<file path="src/rtl/pipeline_ctrl_pkg.sv">
// Shared types and constants for the pipeline hazard controller.
package pipeline_ctrl_pkg;

    localparam int unsigned REG_W = 5;
    localparam int unsigned CNT_W = 32;

    localparam logic [31:0]      NOP    = 32'h00000013;
    localparam logic [REG_W-1:0] REG_X0 = 5'd0;

    typedef enum logic [1:0] {
        RUN      = 2'd0,
        LU_STALL = 2'd1,
        BR_PEND  = 2'd2
    } haz_state_t;

endpackage

</file>
<file path="src/rtl/hazard_perf_counter.sv">
// 32-bit saturating event counter with increment enable.
module hazard_perf_counter
    import pipeline_ctrl_pkg::*;
(
    input  logic             clk,
    input  logic             rst_n,
    input  logic             inc,
    output logic [CNT_W-1:0] count
);

    always_ff @(posedge clk or negedge rst_n) begin
        if (!rst_n) begin
            count <= '0;
        end else if (inc && (count != {CNT_W{1'b1}})) begin
            count <= count + CNT_W'(1);
        end
    end

endmodule

</file>
<file path="src/rtl/pipeline_hazard_ctrl.sv">
// Load-use stall and branch redirect control for the fetch stage.
// Optional performance counters are built when HAZ_PERF_CNT_EN is defined.
module pipeline_hazard_ctrl
    import pipeline_ctrl_pkg::*;
#(
    parameter int unsigned XLEN = 32
) (
    input  logic             clk,
    input  logic             rst_n,
    input  logic             ICACHE_stall,
    input  logic             DCACHE_stall,
    input  logic [REG_W-1:0] ID_rs1,
    input  logic [REG_W-1:0] ID_rs2,
    input  logic [REG_W-1:0] EX_rd,
    input  logic             EX_mem_read,
    input  logic [XLEN-1:0]  ID_instruction,
    input  logic             branch_taken,
    input  logic [XLEN-1:0]  branch_target,
    output logic             memory_stall,
    output logic             PC_write,
    output logic             IF_flush,
    output logic             PC_src,
    output logic [XLEN-1:0]  branch_address,
    output logic [XLEN-1:0]  IF_DWrite,
    output logic [CNT_W-1:0] perf_stall_cyc,
    output logic [CNT_W-1:0] perf_lu_cnt,
    output logic [CNT_W-1:0] perf_flush_cnt
);

    haz_state_t      state, state_nxt;
    logic [XLEN-1:0] pend_addr, pend_addr_nxt;
    logic [XLEN-1:0] lu_inst, lu_inst_nxt;
    logic            lu_hit;

    assign memory_stall = ICACHE_stall | DCACHE_stall;

    assign lu_hit = EX_mem_read && (EX_rd != REG_X0) &&
                    ((EX_rd == ID_rs1) || (EX_rd == ID_rs2));

    assign IF_DWrite = PC_write ? ID_instruction : lu_inst;

    // Controls act in the same cycle as their cause; reset forces them quiet.
    always_comb begin
        state_nxt      = state;
        pend_addr_nxt  = pend_addr;
        lu_inst_nxt    = lu_inst;
        PC_write       = 1'b0;
        IF_flush       = 1'b0;
        PC_src         = 1'b0;
        branch_address = '0;
        if (rst_n) begin
            unique case (state)
                RUN, LU_STALL: begin
                    if (branch_taken) begin
                        if (!memory_stall) begin
                            IF_flush       = 1'b1;
                            PC_src         = 1'b1;
                            branch_address = branch_target;
                            state_nxt      = RUN;
                        end else begin
                            pend_addr_nxt = branch_target;
                            state_nxt     = BR_PEND;
                        end
                    end else if (state == RUN) begin
                        if (lu_hit && !memory_stall) begin
                            PC_write    = 1'b1;
                            lu_inst_nxt = ID_instruction;
                            state_nxt   = LU_STALL;
                        end
                    end else if (!memory_stall) begin
                        state_nxt = RUN;
                    end
                end
                BR_PEND: begin
                    if (!memory_stall) begin
                        // A branch resolving in the release cycle is the youngest.
                        IF_flush       = 1'b1;
                        PC_src         = 1'b1;
                        branch_address = branch_taken ? branch_target : pend_addr;
                        pend_addr_nxt  = '0;
                        state_nxt      = RUN;
                    end else if (branch_taken) begin
                        pend_addr_nxt = branch_target;
                    end
                end
                default: state_nxt = RUN;
            endcase
        end
    end

    always_ff @(posedge clk or negedge rst_n) begin
        if (!rst_n) begin
            state     <= RUN;
            pend_addr <= '0;
            lu_inst   <= XLEN'(NOP);
        end else begin
            state     <= state_nxt;
            pend_addr <= pend_addr_nxt;
            lu_inst   <= lu_inst_nxt;
        end
    end

`ifdef HAZ_PERF_CNT_EN
    hazard_perf_counter u_stall_cnt (
        .clk   (clk),
        .rst_n (rst_n),
        .inc   (memory_stall),
        .count (perf_stall_cyc)
    );

    hazard_perf_counter u_lu_cnt (
        .clk   (clk),
        .rst_n (rst_n),
        .inc   (PC_write),
        .count (perf_lu_cnt)
    );

    hazard_perf_counter u_flush_cnt (
        .clk   (clk),
        .rst_n (rst_n),
        .inc   (IF_flush),
        .count (perf_flush_cnt)
    );
`else
    assign perf_stall_cyc = '0;
    assign perf_lu_cnt    = '0;
    assign perf_flush_cnt = '0;
`endif

endmodule

</file>
<file path="config.mk">
export PLATFORM = sky130hd
export DESIGN_NAME = pipeline_hazard_ctrl
export DESIGN_NICKNAME = d
export VERILOG_FILES = /design/src/rtl/pipeline_ctrl_pkg.sv /design/src/rtl/hazard_perf_counter.sv /design/src/rtl/pipeline_hazard_ctrl.sv
export SDC_FILE = /design/constraint.sdc
export NUM_CORES = 1
export LEC_CHECK = 0
export CORE_ASPECT_RATIO = 0.75
export CORE_MARGIN = 2
export CORE_UTILIZATION = 35
export DETAILED_ROUTE_END_ITERATION = 8
export GPL_TIMING_DRIVEN = 0
export PLACE_DENSITY = 0.78
export SYNTH_ARGS = -nofsm -noshare
export SYNTH_HDL_FRONTEND = slang
export SYNTH_SLANG_ARGS = --single-unit
</file>
<file path="constraint.sdc">
create_clock -name clk -period 1.9 [get_ports clk]
set_input_delay 0.285 -clock clk [delete_from_list [all_inputs] [get_ports clk]]
set_output_delay 0.285 -clock clk [all_outputs]
set_load 0.01 [all_outputs]
</file>
# Word-level counts from Yosys, hierarchy flattened
# Index checks and enable logic that the tools add are counted.
dict set report op_classes {
  n_addsub 0
  multipliers 0
  n_div 0
  n_lt_le_gt_ge 0
  eq_ne 7
  n_shift 0
  muxes 26
  bitwise_logic 2
  reduce_logical 12
}
# op count
set ops {}
lappend ops {{32-bit two-way mux} 9}
lappend ops {{32-bit one-hot mux with 2 select lines} 2}
lappend ops {{5-bit equality test} 2}
lappend ops {{2-bit two-way mux} 5}
lappend ops {{1-bit two-way mux} 8}
lappend ops {{5-bit AND reduction} 1}
lappend ops {{5-bit nonzero test} 1}
lappend ops {{2-bit != test, second input constant} 2}
lappend ops {{4-bit != test, second input constant} 1}
lappend ops {{2-bit one-hot mux with 2 select lines} 1}
lappend ops {{4-bit AND reduction} 1}
lappend ops {{1-bit logical AND} 3}
lappend ops {{2-bit by 1-bit equality test with 1-bit output, second input constant} 1}
lappend ops {{2-bit equality test, second input constant} 1}
lappend ops {{2-bit logical NOT} 1}
lappend ops {{1-bit one-hot mux with 2 select lines} 1}
lappend ops {{2-bit AND reduction} 1}
lappend ops {{2-bit nonzero test} 1}
lappend ops {{2-bit OR reduction} 1}
lappend ops {{1-bit logical NOT} 1}
lappend ops {{1-bit logical OR} 1}
lappend ops {{1-bit inverter} 1}
lappend ops {{1-bit OR} 1}
dict set report totals {
  regBits 66
  latch_bits 0
  ram_bits 0
  mem_bits_ro 0
  out_inout_bits 164
  word_cells 50
  memories 0
}

# Logic depth before layout (Yosys ltp)
# Gate-level depths: netlist of run 1.
dict set report depth {
  word_depth 10
  mapped_depth 7
  depth_no_buf 5
}

# Worst setup path before layout of run 1
# No wires, ideal clock.
dict set report synth_timing {
  path_type {input to output}
  start {in EX_rd[1]}
  end {out IF_DWrite[0]}
  arrival_ns 1.685
  required_time_ns 1.615
  slack_ns -0.070
  cell_stages 7
  n_path_buf 2
  path_cell_list {or4_1 -> nor2_2 -> nor4_2 -> o21ai_2 -> buf_8 -> buf_12 -> mux2_4}
}
dict set report synth_via {
  elab_chain_cells 10
}
# element line
set synth_lines {}
lappend synth_lines {{start, declared} pipeline_hazard_ctrl.sv:14} ;# input logic [REG_W-1:0] EX_rd,
lappend synth_lines {{5-bit equality test or 5-bit nonzero test (tied branches)} {pipeline_hazard_ctrl.sv:38, pipeline_hazard_ctrl.sv:37}}
lappend synth_lines {{1-bit logical OR or 1-bit logical AND (tied branches)} {pipeline_hazard_ctrl.sv:38, pipeline_hazard_ctrl.sv:37}}
lappend synth_lines {{1-bit logical AND (*)} pipeline_hazard_ctrl.sv:37} ;# assign lu_hit = EX_mem_read && (EX_rd != REG_X0) &&
lappend synth_lines {{1-bit logical AND (*)} pipeline_hazard_ctrl.sv:65} ;# if (lu_hit && !memory_stall) begin
lappend synth_lines {{1-bit two-way mux (*)} pipeline_hazard_ctrl.sv:65}
lappend synth_lines {{1-bit two-way mux (*)} pipeline_hazard_ctrl.sv:64} ;# end else if (state == RUN) begin
lappend synth_lines {{1-bit two-way mux (*)} pipeline_hazard_ctrl.sv:54} ;# if (branch_taken) begin
lappend synth_lines {{1-bit two-way mux (*)} pipeline_hazard_ctrl.sv:52} ;# unique case (state)
lappend synth_lines {{1-bit two-way mux (*)} pipeline_hazard_ctrl.sv:51} ;# if (rst_n) begin
lappend synth_lines {{32-bit two-way mux (*)} pipeline_hazard_ctrl.sv:40} ;# assign IF_DWrite = PC_write ? ID_instruction : lu_inst;
lappend synth_lines {{end, declared} pipeline_hazard_ctrl.sv:24} ;# output logic [XLEN-1:0] IF_DWrite,
# Mark *: on every way between the ends. The rest lies on a longest branch, timed or not.

# Final worst setup path of run 1
dict set report layout_timing {
  start {in ID_rs1[4]}
  end {out IF_DWrite[10]}
}
dict set report layout_via {
  elab_chain_cells 10
}
# element line
set layout_lines {}
lappend layout_lines {{start, declared} pipeline_hazard_ctrl.sv:12} ;# input logic [REG_W-1:0] ID_rs1,
lappend layout_lines {{5-bit equality test} pipeline_hazard_ctrl.sv:38} ;# ((EX_rd == ID_rs1) || (EX_rd == ID_rs2));
lappend layout_lines {{1-bit logical OR} pipeline_hazard_ctrl.sv:38}
lappend layout_lines {{1-bit logical AND} pipeline_hazard_ctrl.sv:37}
lappend layout_lines {{1-bit logical AND} pipeline_hazard_ctrl.sv:65}
lappend layout_lines {{1-bit two-way mux} pipeline_hazard_ctrl.sv:65}
lappend layout_lines {{1-bit two-way mux} pipeline_hazard_ctrl.sv:64}
lappend layout_lines {{1-bit two-way mux} pipeline_hazard_ctrl.sv:54}
lappend layout_lines {{1-bit two-way mux} pipeline_hazard_ctrl.sv:52}
lappend layout_lines {{1-bit two-way mux} pipeline_hazard_ctrl.sv:51}
lappend layout_lines {{32-bit two-way mux} pipeline_hazard_ctrl.sv:40}
# No other way between the ends.

==> results.md, run 1 <==
* LEAKAGE at 0.00387 uW
* Failing checks: hold timing, setup timing
* Post-Syn Area at 0.00432 mm^2
* Synthesized area per cell at 11.1 um^2
* Final Slew Violations at 0
* Hold Path Class: in -> async
* CTS tree: built
* DRC at 0
* Status: complete, but fails checks
* Final Hold Vio Count at 63
* Clock latency on the worst-skew pair at 0.32 ns
* Final GP Congestion at 0.790
* Post-route cell area at 0.00727 mm^2
* Post-synthesis instance total at 388
* Root buf cell: clkbuf_16
* # setup viols final at 67
* Row Count at 35
* Pint at 3410 uW
* First-pass DRT Iterations at 4
* Io pins at 249
* Min Tclk post-route at 2.40 ns
* Hold Slack at -0.105 ns
* Synth warnings at 0
* Depth of the CTS H-tree at 3
* Post-placement cell area at 0.00640 mm^2
* Net Sw Frac at 25.6%
* Buffer levels on the longest clock path at 2
* Post-synthesis sequential area ratio at 38.3%
* Worst Setup Path Type: in -> out
* Worst setup SP type: input port
* Post-synth ARST share at 100%
* PwrDens at 631 mW/mm^2
* Antenna Violating Nets Remaining at 0
* Area leader, netlist: dfrtp_1
* Die width at 132 um
* Sequential power share at 36.3%
* Drt via density at 4.26
* Clock Power Share at 39.2%
* # port buffers at 152
* Worst Slack Setup Final at -0.504 ns
* Synth top area share at 36.5%
* Share of post-route cells with drive strength above 1 at 49.9%
* Total Power at 4580 uW
* Filler cells at 1,001
* Relative max-transition margin at 62.6%
* Combinational Power Share at 24.5%
* Synth top area cells: dfrtp_1 (37%), buf_4 (17%), mux2_4 (13%)
* Wire per inst at 14.0 um
* Die ar. at 0.0133 mm^2
* Worst Skew at 0.00248 ns
* Initial detailed-routing violation count at 108
* Clock sinks at 66
* Layout area overhead at 68.3%
* Gr usage total at 17.5%
* Setup crit end kind: output pin
* First-pass GRT wire length at 18.7 mm
* Initial antenna violation count at 0
* Largest net degree at the start of global routing at 72
* Clock slew at reported path FFs at 0.05 ns
* Vias after detailed routing at 3,638
* DPL Wire Length at 8.30 mm
* Critical Path Fanout Max at 5
* Worst IR Drop VDD at 0.000418 V
* Measured slew at the worst slew-check pin at 0.561 ns
* Post-synth EDFFs at 0
* Yosys cell types at 29
* #FFs+latches synth at 66
* Nets@finish at 767
* Num CTS Buffers at 9
* Initial core utilization at 35.5%
* Sw power at 1170 uW
* Most used DFF post-synth: dfrtp_1
* ANT cells at 0
* Required @ worst endpoint at 1.62 ns
* Die height at 100 um
* Core region area at 0.0122 mm^2
* Max Clk Rate at 416 MHz
* Vias in the first global route at 3,694
* Aggregate global routing overflow at 0
* Worst EP arrival at 2.12 ns
* Max Cap Viol at 0
* Unrepaired setup endpoints after global routing: true
* Dpl ws at -1.27 ns
* Final Cycle Share at 127%
* WL final at 12.0 mm
[worst max-delay path, stage by stage]
cell and delay (ns):
clkdlybuf4s50_1 0.47, xnor2_1 0.12, nand3_1 0.11, nor3_2 0.19
o21ai_4 0.12, buf_6 0.16, buf_12 0.12, buf_12 0.11
mux2_4 0.30, buf_6 0.12
[power by group through the flow]
stage | registers [uW] | logic [uW] | clock network, uW
3_5_place_dp | 1670 | 977 | 0
3_3_place_gp | 1670 | 956 | 0
6_report | 1670 | 1120 | 1800
4_1_cts | 1650 | 1090 | 1850
5_1_grt | 1680 | 1210 | 1910
2_1_floorplan | 1650 | 572 | 0
[cells by family after synthesis]
kind of cell / synth area share, %
and+or+nand+nor: 5.42
other: 0.0868
xor gates and xnor gates: 2.03
DFF: 38.3
muxes: 20.2
AOI/OAI and AO/OA: 12.8
buffers and inverters: 21.1
[what timing repair did]
| action | 4_1_cts | 5_1_grt |
|---|---|---|
| setup endpoints to repair | 129 | 97 |
| gates resized for setup | 383 | 33 |
| cloned | 4 | 0 |
| hold endpoints to repair | 63 | 63 |
| pin swaps | 19 | 26 |
| buffers inserted | 35 | 8 |
[stage by stage]
step                instances  TNS [ns]  utilization (%)
finish                    853    -25.35             59.7
detailed placement        801   -111.84             52.6
global placement          801   -515.56             52.6
CTS                       854    -24.54             59.3
global route              853    -32.14             59.7
floorplan                 483     -2.10                -
[registers in the layout (all words and copies together) (netlist names)]
name	count
lu_inst	32
pend_addr	32
state	2
[area by class of cell]
| type | instances | area [um^2] | share of cell area [%] |
|---|---|---|---|
| Buffer | 113 | 890 | 12.2 |
| Clock buffer | 10 | 239 | 3.29 |
| Clock inverter | 6 | 88.8 | 1.22 |
| Inverter | 3 | 11.3 | 0.155 |
| Multi-Input combinational cell | 294 | 2290 | 31.5 |
| Sequential cell | 66 | 1660 | 22.8 |
| Tap cell | 166 | 208 | 2.86 |
| Timing Repair Buffer | 195 | 1880 | 25.9 |
[placed cells by master (no fill, tap or decap), drive strengths merged]
cell	instances
and3	2
clkdlybuf4s15	1
dfstp	3
buf	209
o21ai	3
dlygate4sd2	8
a21o	1
mux2	64
dlymetal6s2s	3
nor4	1
mux2i	1
o31ai	1
nor3	3
nand2b	1
nand2	8
nand3	2
clkinvlp	2
bufinv	2
clkdlybuf4s50	73
clkinv	1
xor2	4
dfrtp	63
inv	4
clkbuf	24
a22o	32
xnor2	6
conb	96
or4	1
a22oi	32
nor2	36
[layer usage]
metal | share of wire, % | up-vias | wire length (um) | GRT usage [%]
met4 | 1.1 | 0 | 132 | 4.71
li1 | - | 1758 | - | -
met3 | 5.5 | 12 | 657 | 4.34
met5 | 0 | - | 0 | 0
met1 | 42 | 1715 | 5060 | 21.5
met2 | 51 | 153 | 6100 | 31.1
[Yosys cell counts, types with 2 or more instances]
master	count
a22o_1	32
xor2_1	4
nand2_1	8
clkbuf_1	16
nand3_1	2
a22oi_1	32
xnor2_1	6
and3_1	2
dfstp_2	3
inv_1	2
nor2_2	2
nor3_1	3
dfrtp_1	63
mux2_4	38
buf_12	4
nor2_1	34
buf_4	99
o21ai_0	2
mux2_2	26
[worst paths after layout]
kind                                     from       endpoint  slack, ns  cells after the start
worst min register to register  pend_addr[31]  pend_addr[31]       0.50                      1
worst max register to register       state[0]  pend_addr[11]       0.12                      7
max in group asynchronous               rst_n       state[0]       1.53                      1
worst min-delay path                    rst_n    lu_inst[15]      -0.10                      1
worst max-delay path                ID_rs1[4]  IF_DWrite[10]      -0.50                     10
min in group clk                pend_addr[31]  pend_addr[31]       0.50                      1
Note: power is estimated with default switching activity, not from simulation.
==> run 2: changes to the inputs <==
ABC_AREA = 0   (was not set)
CORE_UTILIZATION = 51   (was 35)
DONT_BUFFER_PORTS = 1   (was not set)
PLACE_DENSITY = 0.69   (was 0.78)
==> run 2 against run 1 <==
Net effect: the flow finishes with violations (setup timing); non-clock buffer count decreased by 168; clock power increased by 7%; combinational power decreased by 25%; global-route usage increased by 3.8 points; setup slack improved by 0.21 ns; cell count decreased by 26%; clock-buffer cell count unchanged; via count decreased by 17%; utilization increased by 9.9 points; sequential power about the same.
==> results.md, run 2 (synthesis gave the netlist of run 1 again) <==
* Critical Path Fanout Max at 8 (+3)
* Share of post-route cells with drive strength above 1 at 56.8% (+6.9 points)
* Vias in the first global route at 2,872 (-22%)
* Worst Setup Path Type: reg -> out
* First-pass DRT Iterations at 4 (unchanged)
* Final Hold Vio Count at 0 (-100%)
* Buffer levels on the longest clock path at 2 (unchanged)
* Wire per inst at 16.5 um (+18%)
* Core region area at 0.00835 mm^2 (-31%)
* Worst setup SP type: register
* Post-placement cell area at 0.00481 mm^2 (-25%)
* Drt via density at 4.84 (+13%)
* Hold Path Class: in -> reg
* Layout Utilization at 69.6% (+9.9 points)
* # setup viols final at 77 (+15%)
* Max Clk Rate at 455 MHz (+9.5%)
* Commonest non-fill, non-tap cells in the layout: buf_4 (113), conb_1 (96), dfrtp_1 (62)
* Failing checks: setup timing
* WL final at 10.3 mm (-14%)
* Biggest regs: lu_inst (32), pend_addr (32), state (2)
* Required @ worst endpoint at 1.62 ns (about the same)
* Final GP Congestion at 0.774 (-2.0%)
* Worst Slack Setup Final at -0.295 ns (+0.208 ns)
* DPL Wire Length at 7.18 mm (-14%)
* Initial detailed-routing violation count at 118 (+9.3%)
* Depth of the CTS H-tree at 3 (unchanged)
* Vias after detailed routing at 3,033 (-17%)
* Post-route cell area at 0.00581 mm^2 (-20%)
* Nets@finish at 599 (-22%)
* Gr usage total at 21.3% (+3.8 points)
* PwrDens at 762 mW/mm^2 (+21%)
* Largest net degree at the start of global routing at 67 (-6.9%)
* DRC at 0 (unchanged)
* Min Tclk post-route at 2.20 ns (-0.208 ns)
* CTS tree: built
* Die ar. at 0.00923 mm^2 (-30%)
* Row Count at 29 (-17%)
* LEAKAGE at 0.00303 uW (-22%)
* Aggregate global routing overflow at 0 (unchanged)
* Initial core utilization at 51.7% (+16 points)
* Setup TNS Final at -16.28 ns (+9.07 ns)
* Status: complete, but fails checks
* Worst Skew at 0.00784 ns (+0.00536 ns)
* Clock latency on the worst-skew pair at 0.32 ns (about the same)
* Clock slew at reported path FFs at 0.06 ns (about the same)
* ANT cells at 0 (unchanged)
* First-pass GRT wire length at 15.0 mm (-20%)
* Worst EP arrival at 1.91 ns (-0.21 ns)
* Final Cycle Share at 116% (-11 points)
* Setup crit end kind: output pin
* Initial antenna violation count at 0 (unchanged)
* Worst IR Drop VDD at 0.000505 V (+21%)
* Register area at 0.00166 mm^2 (unchanged)
* Final Slew Violations at 0 (unchanged)
* Io pins at 249 (unchanged)
* Layout area overhead at 34.6%
* Unrepaired setup endpoints after global routing: true
* Commonest non-fill, non-tap cell in the layout: buf_4
* Max Cap Viol at 0 (unchanged)
* Die width at 110 um (-17%)
* Num CTS Buffers at 9 (unchanged)
* Filler cells at 627 (-37%)
* Root buf cell: clkbuf_16
* Clock sinks at 66 (unchanged)
* Die height at 83.7 um (-16%)
* Multi-input logic area at 0.00238 mm^2 (+3.9%)
* # port buffers at 0 (-100%)
* Antenna Violating Nets Remaining at 0 (unchanged)
==> run 2: cell types whose count changed in the layout (fill, tap and decap cells not counted), sizes merged <==
cell	change
clkinv	+1
bufinv	+1
dlygate4sd3	+1
dlygate4sd2	-8
buf	-78
clkinvlp	-2
clkbuf	-6
clkdlybuf4s15	-1
clkdlybuf4s50	-73
dlymetal6s2s	-3
==> run 2: report_power, final <==
part           internal [uW]  leakage, uW  switching (uW)
logic                    451      0.00199             384
clock network           1320     0.000173             610
registers               1560     0.000860             104
==> run 2: final cells by class <==
type / count / share of cell area, %
buffer: 119 / 16.6
clock buffer: 10 / 4.11
clock inverter: 6 / 1.94
inverter: 3 / 0.280
multi-input combinational: 294 / 41.0
sequential: 66 / 28.5
tap: 108 / 2.33
timing repair buffer: 21 / 5.23
==> run 2: what timing repair did <==
item | 4_1_cts | 5_1_grt
cloned | 3 | 3
buffers inserted | 11 | 2
hold buffers | 2 | 0
pin swaps | 6 | 31
endpoints found under the setup margin | 65 | 96
resized for setup | 58 | 67
hold endpoints to repair | 66 | 0
==> run 2: per-layer routing <==
layer,global-route usage [%],vias up,part of all wire [%],routed length (um)
met2,36.3,146,51,5310
met4,5.23,0,0.65,67
met3,7.03,6,9.0,931
met5,0,-,0,0
met1,25.9,1457,39,4020
li1,-,1424,-,-
==> run 2: worst max-delay path, stage by stage, from the launching register on <==
cell	delay, ns
dfrtp_1	0.39
buf_4	0.14
buf_6	0.11
buf_4	0.13
nand2_2	0.07
and3_4	0.31
clkbuf_16	0.19
a22oi_1	0.06
nor2_1	0.19
==> run 2: path summary, 6_finish.rpt <==
path	start	to	slack [ns]	cells after the start
max	state[1]	branch_address[29]	-0.30	8
min	branch_target[29]	pend_addr[29]	0.1	1
max reg2reg	state[1]	pend_addr[14]	-0.01	8
min reg2reg	pend_addr[29]	pend_addr[29]	0.51	1
max in group asynchronous	rst_n	lu_inst[4]	1.07	2
min in group asynchronous	rst_n	lu_inst[30]	0.53	2
==> run 2: per-stage QoR <==
stage / hold WS, ns / setup slack [ns] / power, uW / instances
after floorplan: -0.0106 / -0.0673 / 2220 / 483
after global placement: -0.00832 / -0.306 / 2280 / 591
after detailed placement: -0.00745 / -0.347 / 2300 / 591
after CTS: 0.0863 / -0.268 / 4350 / 622
after global routing: 0.0855 / -0.356 / 4630 / 627
final: 0.0967 / -0.295 / 4430 / 627
